--- config.mk ---
export PLATFORM = sky130hd
export DESIGN_NAME = gcd_ctrl
export DESIGN_NICKNAME = d
export VERILOG_FILES = /design/src/rtl/gcd_pkg.sv /design/src/rtl/gcd_iter_cnt.sv /design/src/rtl/gcd_ctrl.sv
export SDC_FILE = /design/constraint.sdc
export NUM_CORES = 1
export LEC_CHECK = 0
export BUFFER_PORTS_ARGS = -buffer_cell sky130_fd_sc_hd__buf_4
export CORE_MARGIN = 2
export CORE_UTILIZATION = 37
export DETAILED_ROUTE_END_ITERATION = 7
export PLACE_DENSITY = 0.58
export SLEW_MARGIN = 5
export SYNTH_ARGS = -nofsm -noshare
export SYNTH_HDL_FRONTEND = slang
export SYNTH_SLANG_ARGS = --single-unit
--- constraint.sdc ---
create_clock -name clk -period 1.9 [get_ports clk]
set_input_delay 0.38 -clock clk [delete_from_list [all_inputs] [get_ports clk]]
set_output_delay 0.38 -clock clk [all_outputs]
set_load 0.01 [all_outputs]
--- src/rtl/gcd_pkg.sv ---
// GCD controller shared types.
// State encoding and datapath mux select codes.
package gcd_pkg;

  typedef enum logic [2:0] {
    IDLE,
    LOAD_A,
    LOAD_B,
    CMP,
    SUB_A,
    SUB_B,
    DONE,
    ERR
  } state_t;

  localparam logic SEL_A      = 1'b1;
  localparam logic SEL_B      = 1'b0;
  localparam logic SELIN_SUB  = 1'b1;
  localparam logic SELIN_DATA = 1'b0;

endpackage

--- src/rtl/gcd_iter_cnt.sv ---
// Saturating, clearable subtraction counter.
// at_max flags the iteration limit to the FSM.
module gcd_iter_cnt #(
  parameter int unsigned      CNT_W    = 16,
  parameter logic [CNT_W-1:0] MAX_ITER = '1
) (
  input  logic             clk,
  input  logic             rst,
  input  logic             clr,
  input  logic             inc,
  output logic [CNT_W-1:0] cnt,
  output logic             at_max
);

  assign at_max = (cnt == MAX_ITER);

  always_ff @(posedge clk) begin
    if (rst || clr) begin
      cnt <= '0;
    end else if (inc && !at_max) begin
      cnt <= cnt + CNT_W'(1);
    end
  end

endmodule

--- src/rtl/gcd_ctrl.sv ---
// Control FSM for a subtract-and-compare GCD datapath.
// Loads two operands, iterates until equal or the limit is hit.
module gcd_ctrl
  import gcd_pkg::*;
#(
  parameter int unsigned      CNT_W    = 16,
  parameter logic [CNT_W-1:0] MAX_ITER = '1
) (
  input  logic             clk,
  input  logic             rst,
  input  logic             start,
  input  logic             din_valid,
  input  logic             lt,
  input  logic             gt,
  input  logic             eq,
  output logic             lda,
  output logic             ldb,
  output logic             sel1,
  output logic             sel2,
  output logic             selin,
  output logic             din_ready,
  output logic             busy,
  output logic             done,
  output logic             err,
  output logic [CNT_W-1:0] iter_cnt
);

  state_t state;
  logic   cnt_clr;
  logic   cnt_inc;
  logic   at_max;

  assign cnt_clr = (state == IDLE) && start;
  assign cnt_inc = (state == SUB_A) || (state == SUB_B);

  gcd_iter_cnt #(
    .CNT_W   (CNT_W),
    .MAX_ITER(MAX_ITER)
  ) u_cnt (
    .clk   (clk),
    .rst   (rst),
    .clr   (cnt_clr),
    .inc   (cnt_inc),
    .cnt   (iter_cnt),
    .at_max(at_max)
  );

  always_ff @(posedge clk) begin
    if (rst) begin
      state <= IDLE;
    end else begin
      unique case (state)
        IDLE:   if (start) state <= LOAD_A;
        LOAD_A: if (din_valid) state <= LOAD_B;
        LOAD_B: if (din_valid) state <= CMP;
        CMP: begin
          // equality wins even at the limit
          if (eq)          state <= DONE;
          else if (at_max) state <= ERR;
          else if (lt)     state <= SUB_B;
          else if (gt)     state <= SUB_A;
        end
        SUB_A:  state <= CMP;
        SUB_B:  state <= CMP;
        DONE:   state <= IDLE;
        ERR:    state <= IDLE;
      endcase
    end
  end

  always_comb begin
    lda       = 1'b0;
    ldb       = 1'b0;
    sel1      = SEL_B;
    sel2      = SEL_B;
    selin     = SELIN_DATA;
    din_ready = 1'b0;
    done      = 1'b0;
    err       = 1'b0;
    busy      = (state != IDLE);
    unique case (state)
      LOAD_A: begin
        din_ready = 1'b1;
        lda       = din_valid;
      end
      LOAD_B: begin
        din_ready = 1'b1;
        ldb       = din_valid;
      end
      SUB_A: begin
        lda   = 1'b1;
        sel1  = SEL_A;
        sel2  = SEL_B;
        selin = SELIN_SUB;
      end
      SUB_B: begin
        ldb   = 1'b1;
        sel1  = SEL_B;
        sel2  = SEL_A;
        selin = SELIN_SUB;
      end
      DONE: done = 1'b1;
      ERR:  err  = 1'b1;
      default: ;
    endcase
  end

endmodule
Word-level counts from Yosys, hierarchy flattened --
Cells that the tools add are included.
Word-level totals: logic and storage cells 42, bits in registers 19
Operators by class: reductions and logical operators 11, equality and inequality tests 12, multiplexer cells 16, $add $sub $neg 1
Operators by type and width (number):
- 2-to-1 mux 3 bit | 7
- case mux 3 bit (6 select lines) | 1
- adder 16 x 1 -> 16 bit (second input constant) | 1
- == test 16 bit (second input constant) | 1
- == test 3 bit (second input constant) | 4
- == test 3 x 2 -> 1 bit (second input constant) | 2
- 2-to-1 mux 1 bit | 6
- inequality test 2 bit (second input constant) | 3
- OR reduction 2 bit | 3
- inequality test 5 x 4 -> 1 bit (second input constant) | 1
- case mux 1 bit (2 select lines) | 2
- AND reduction 4 bit | 1
- == test 3 x 1 -> 1 bit (second input constant) | 1
- zero test 3 bit | 1
- nonzero test 3 bit | 1
- logical AND 1 bit | 2
- logical OR 1 bit | 2
- zero test 1 bit | 1

Depth between registers and ports, before layout --
word-level depth 5, mapped depth 6, gate-level depth less buffers 6

Cells and area by module --
Synthesis repeated with hierarchy kept, for this count alone.
Second synthesis, totals: cell total of the unflattened synthesis 136, area total of the unflattened synthesis 1116.1 um^2
Modules (own cells, without submodules):
- gcd_iter_cnt | cells an instance 97, area an instance 835.8 um^2, sequential area each 320.3 um^2, instances 1
- gcd_ctrl | cells an instance 39, area an instance 280.3 um^2, sequential area each 60.1 um^2, instances 1

Worst setup path before layout --
OpenSTA, ideal clock, no wires.
path kind reg2reg, start point register u_cnt.cnt[0], end point register u_cnt.cnt[15], required time 1785 ps, stages on the path, launching flop included 6, path slack 133 ps, arrival 1651 ps, path through dfxtp_1 nand4b_4 or3_1 buf_2 or4_1 and3_1
On the way: cells in the longest elaborated chain, start to end 3, elaborated cells between the ends (all ways) 4, classes of those cells add/sub: 1; eq/ne: 1; reduce/logical: 2
Ends and longest elaborated chain:
- start, declared | line gcd_iter_cnt.sv:11 | output logic [CNT_W-1:0] cnt,
- start signal, assigned | line gcd_iter_cnt.sv:21 | cnt <= cnt + CNT_W'(1);
- branches (longest 3 deep; another with adder 16 x 1 -> 16 bit)
Several ways; the timed one is not identified. A chain may end at the register's enable or synchronous reset.

Final worst setup path --
start point register state[2], end point output ldb
On the way: cells in the longest elaborated chain, start to end 2, elaborated cells between the ends (all ways) 3, classes of those cells eq/ne: 2; mux: 1
Ends and longest elaborated chain:
- start, declared | line gcd_ctrl.sv:28 | state_t state;
- start signal, assigned | line gcd_ctrl.sv:50 | state <= IDLE;
- start signal, assigned | line gcd_ctrl.sv:53 | IDLE: if (start) state <= LOAD_A;
- start signal, assigned | line gcd_ctrl.sv:54 | LOAD_A: if (din_valid) state <= LOAD_B;
- == test 3 bit or == test 3 x 2 -> 1 bit (tied branches) | line gcd_ctrl.sv:81 | unique case (state)
- case mux 1 bit (2 select lines) (*) | line gcd_ctrl.sv:81
- end, declared | line gcd_ctrl.sv:17 | output logic ldb,
Every way passes the cells marked *; elsewhere a longest branch is shown, timed or not.

==> results.md <==
- Register bit total from synthesis: 19
- Slack of the critical path: 0.06931 ns
- CP most frequent cell: buf_4
- Commonest cells after routing, fill and taps aside: buf_4, a21oi_1, dfxtp_1
- Final instance area: 0.001515 sq mm
- RD Place Congestion: 0.7918
- Crit path max-delay family: buffers and inverters
- Worst-margin pin slew: 0.4054 ns
- Routed vias: 1237
- Vias in the first global route: 1174
- GRT Util Overall: 0.1926
- Reg power frac: 0.566
- Dpl ws: 0.07945 ns
- Cell count after synthesis: 140
- Switching Share: 0.2655
- Row cnt: 19
- Via/cell ratio: 5.808
- Max_cap viols: 0
- Run status: finished, final reports clean
- PortBufs: 31
- Fillcell total: 290
- # DRC: 0
- Final Skew: 0.006561 ns
- Slew headroom: 0.7259
- Clock-pin slew on the worst setup and hold paths: 0.12 ns
- Crit end category: output pin
- Post-DP Area: 0.001455 sq mm
- Critical path type: reg -> out
- Comb power frac: 0.143
- Period utilisation layout: 0.9635
- Hold crit path type: in -> reg
- Die Y: 58.92 um
- CP max FO: 11
- R2R Setup Slk: 0.15 ns
- Total core area: 0.002805 sq mm
- Initial DRC Count: 49
- Sequential area share after synthesis: 0.3408
- Hold buffers post-CTS: 0
- Layout cells sized above 1: 0.3462
- Max Fclk: 0.5462 GHz
- Critical path arrival: 1.45 ns
- # setup viols final: 0
- CTS Sinks: 19
- Synthesis-to-finish area growth: 35.76%
- Global-route wire length before repair: 5271 um
- Total Die Area: 0.003472 sq mm
- Io pins: 32
- Leakage: 0.6028 nW
- RSZ-0062 raised after global routing: false
- Net switching power: 193.7 uW
- Hold Fails Final Rpt: 0
- Starting density of the core: 0.3979
- Congestion Overflow GR: 0
- Critical-path top delay cell: dfxtp_2
- Drt first pass iters: 4
- Mean Syn Cell Area: 7.972 sq um
- Inst Count DP: 208
- Clock Latency Late Sink: 0.30 ns
- Final-stage net count: 191
- Pwr dens: 481.5 mW/mm^2
- Routed wire length: 3107 um
- Final Non-Filler Cells: 213
- Synth warnings: 0
- Synth Net Count: 148
- Initial antenna violation count: 0
- Buf+Inv Stages, Crit Path: 3
- Unique cell type count in the Yosys netlist: 34
- Internal power: 535.8 uW
- CP Cell Sequence: buf_4 -> nand2_4 -> inv_2 -> and2_1 -> a31o_2 -> buf_4
- Final min period: 1.831 ns
- Antenna cells: 0
- Peak supply drop: 0.2544 mV
- Largest net degree at the start of global routing: 15
- Startpoint types: register
- TritonCTS clock tree: built
- Post-DP HPWL: 2331 um
- Area of the multi-input gates: 699.4 sq um
- Die Span X: 58.92 um
- Clk pwr share: 0.290
- Total negative setup slack: 0 ns
- Reg area: 390.4 sq um
- Slew Limit Fails: 0
- Commonest non-fill, non-tap cell in the layout: buf_4
- H-tree level count: 1
- Clock Tree Root: clkbuf_4
- CTS buffer count: 3
- Slowest stage delay, CP: 0.34 ns
- Synthesized cell area: 0.001116 sq mm
- Worst endpoint required time: 1.52 ns
- ANT nets after route: 0
- Drt wl/cell: 14.59 um
- CTS Buffer Depth: 2
## cell families after synthesis
logic type                 share of synthesized area
muxes                                        0.01009
DFF                                           0.3408
AOI/OAI and AO/OA                             0.2220
and+or+nand+nor                               0.3688
buffers and inverters                        0.04708
adders and majority gates                    0.01121
## sequential cells by signal, summed over array words and instances (netlist names)
name and count:
u_cnt.cnt 16, state 3
## area by class of cell
class | instances | area share
flip-flops and latches | 19 | 0.2576
repair buffers | 45 | 0.2230
inverters | 6 | 0.01486
well taps | 31 | 0.02560
clock buffers | 4 | 0.01734
multi-input cells | 108 | 0.4616
## synthesized netlist by cell type
master	number	area share
a211oi_1	2	0.013
a21oi_1	17	0.076
a22oi_1	1	0.0067
a311oi_1	1	0.0078
a31o_2	1	0.0078
and2_1	2	0.011
and3_1	1	0.0056
and3b_1	1	0.0078
and4_1	2	0.016
buf_2	3	0.013
clkbuf_1	4	0.013
dfxtp_1	19	0.34
ha_1	1	0.011
inv_1	6	0.020
mux2_2	1	0.010
nand2_1	9	0.030
nand2b_1	3	0.017
nand3_1	9	0.040
nand4_1	3	0.017
nand4_2	1	0.011
nand4b_4	1	0.021
nor2_1	9	0.030
nor3_1	3	0.013
nor4_1	2	0.011
nor4b_1	2	0.016
nor4b_2	1	0.013
o211ai_1	2	0.013
o21ai_0	5	0.022
o22ai_1	1	0.0056
o31ai_1	9	0.061
o32ai_1	1	0.0078
or2_2	1	0.0056
or3_1	5	0.028
or4_1	11	0.074
## power by group through the flow
stage          Sequential [mW]  Combinational (mW)  Clock [mW]
6_report                 0.413               0.104       0.212
5_1_grt                  0.415               0.114       0.226
4_1_cts                  0.414               0.103       0.210
3_5_place_dp             0.423               0.103           0
3_3_place_gp             0.423               0.103           0
2_1_floorplan            0.415              0.0652           0
## path summary, 6_finish.rpt
check                            startpoint  depth (start not counted)                    endpoint
setup / recovery      state[2]$_SDFFE_PP0P_                          6                         ldb
hold reg to reg   u_cnt.cnt[8]$_SDFFE_PP0P_                          2   u_cnt.cnt[8]$_SDFFE_PP0P_
hold / removal                          rst                          2       state[1]$_SDFFE_PP0P_
setup reg to reg  u_cnt.cnt[5]$_SDFFE_PP0P_                          4  u_cnt.cnt[13]$_SDFFE_PP0P_
## through the flow
stage / util / hold slack [ns] / total power [mW]
CTS: 0.5308 / 0.2675 / 0.7277
floorplan: - / 0.4521 / 0.4806
finish: 0.5401 / 0.2612 / 0.7296
global placement: 0.5187 / 0.4864 / 0.5257
detailed placement: 0.5187 / 0.5012 / 0.5254
global route: 0.5401 / 0.2614 / 0.7552
## per-layer routing
metal	up-vias	wire length, um	part of all wire	global-route usage
met1	590	1491	0.48	0.2541
met5	-	0	0	0
li1	627	-	-	-
met4	0	27	0.0087	0.03896
met2	16	1497	0.48	0.3349
met3	4	92	0.030	0.02637
## repair_timing
item	in CTS	in global routing
pin swaps	0	1
endpoints found under the setup margin	1	9
gates resized for setup	5	7
buffers inserted	0	1
(Power assumes the default switching activity.)
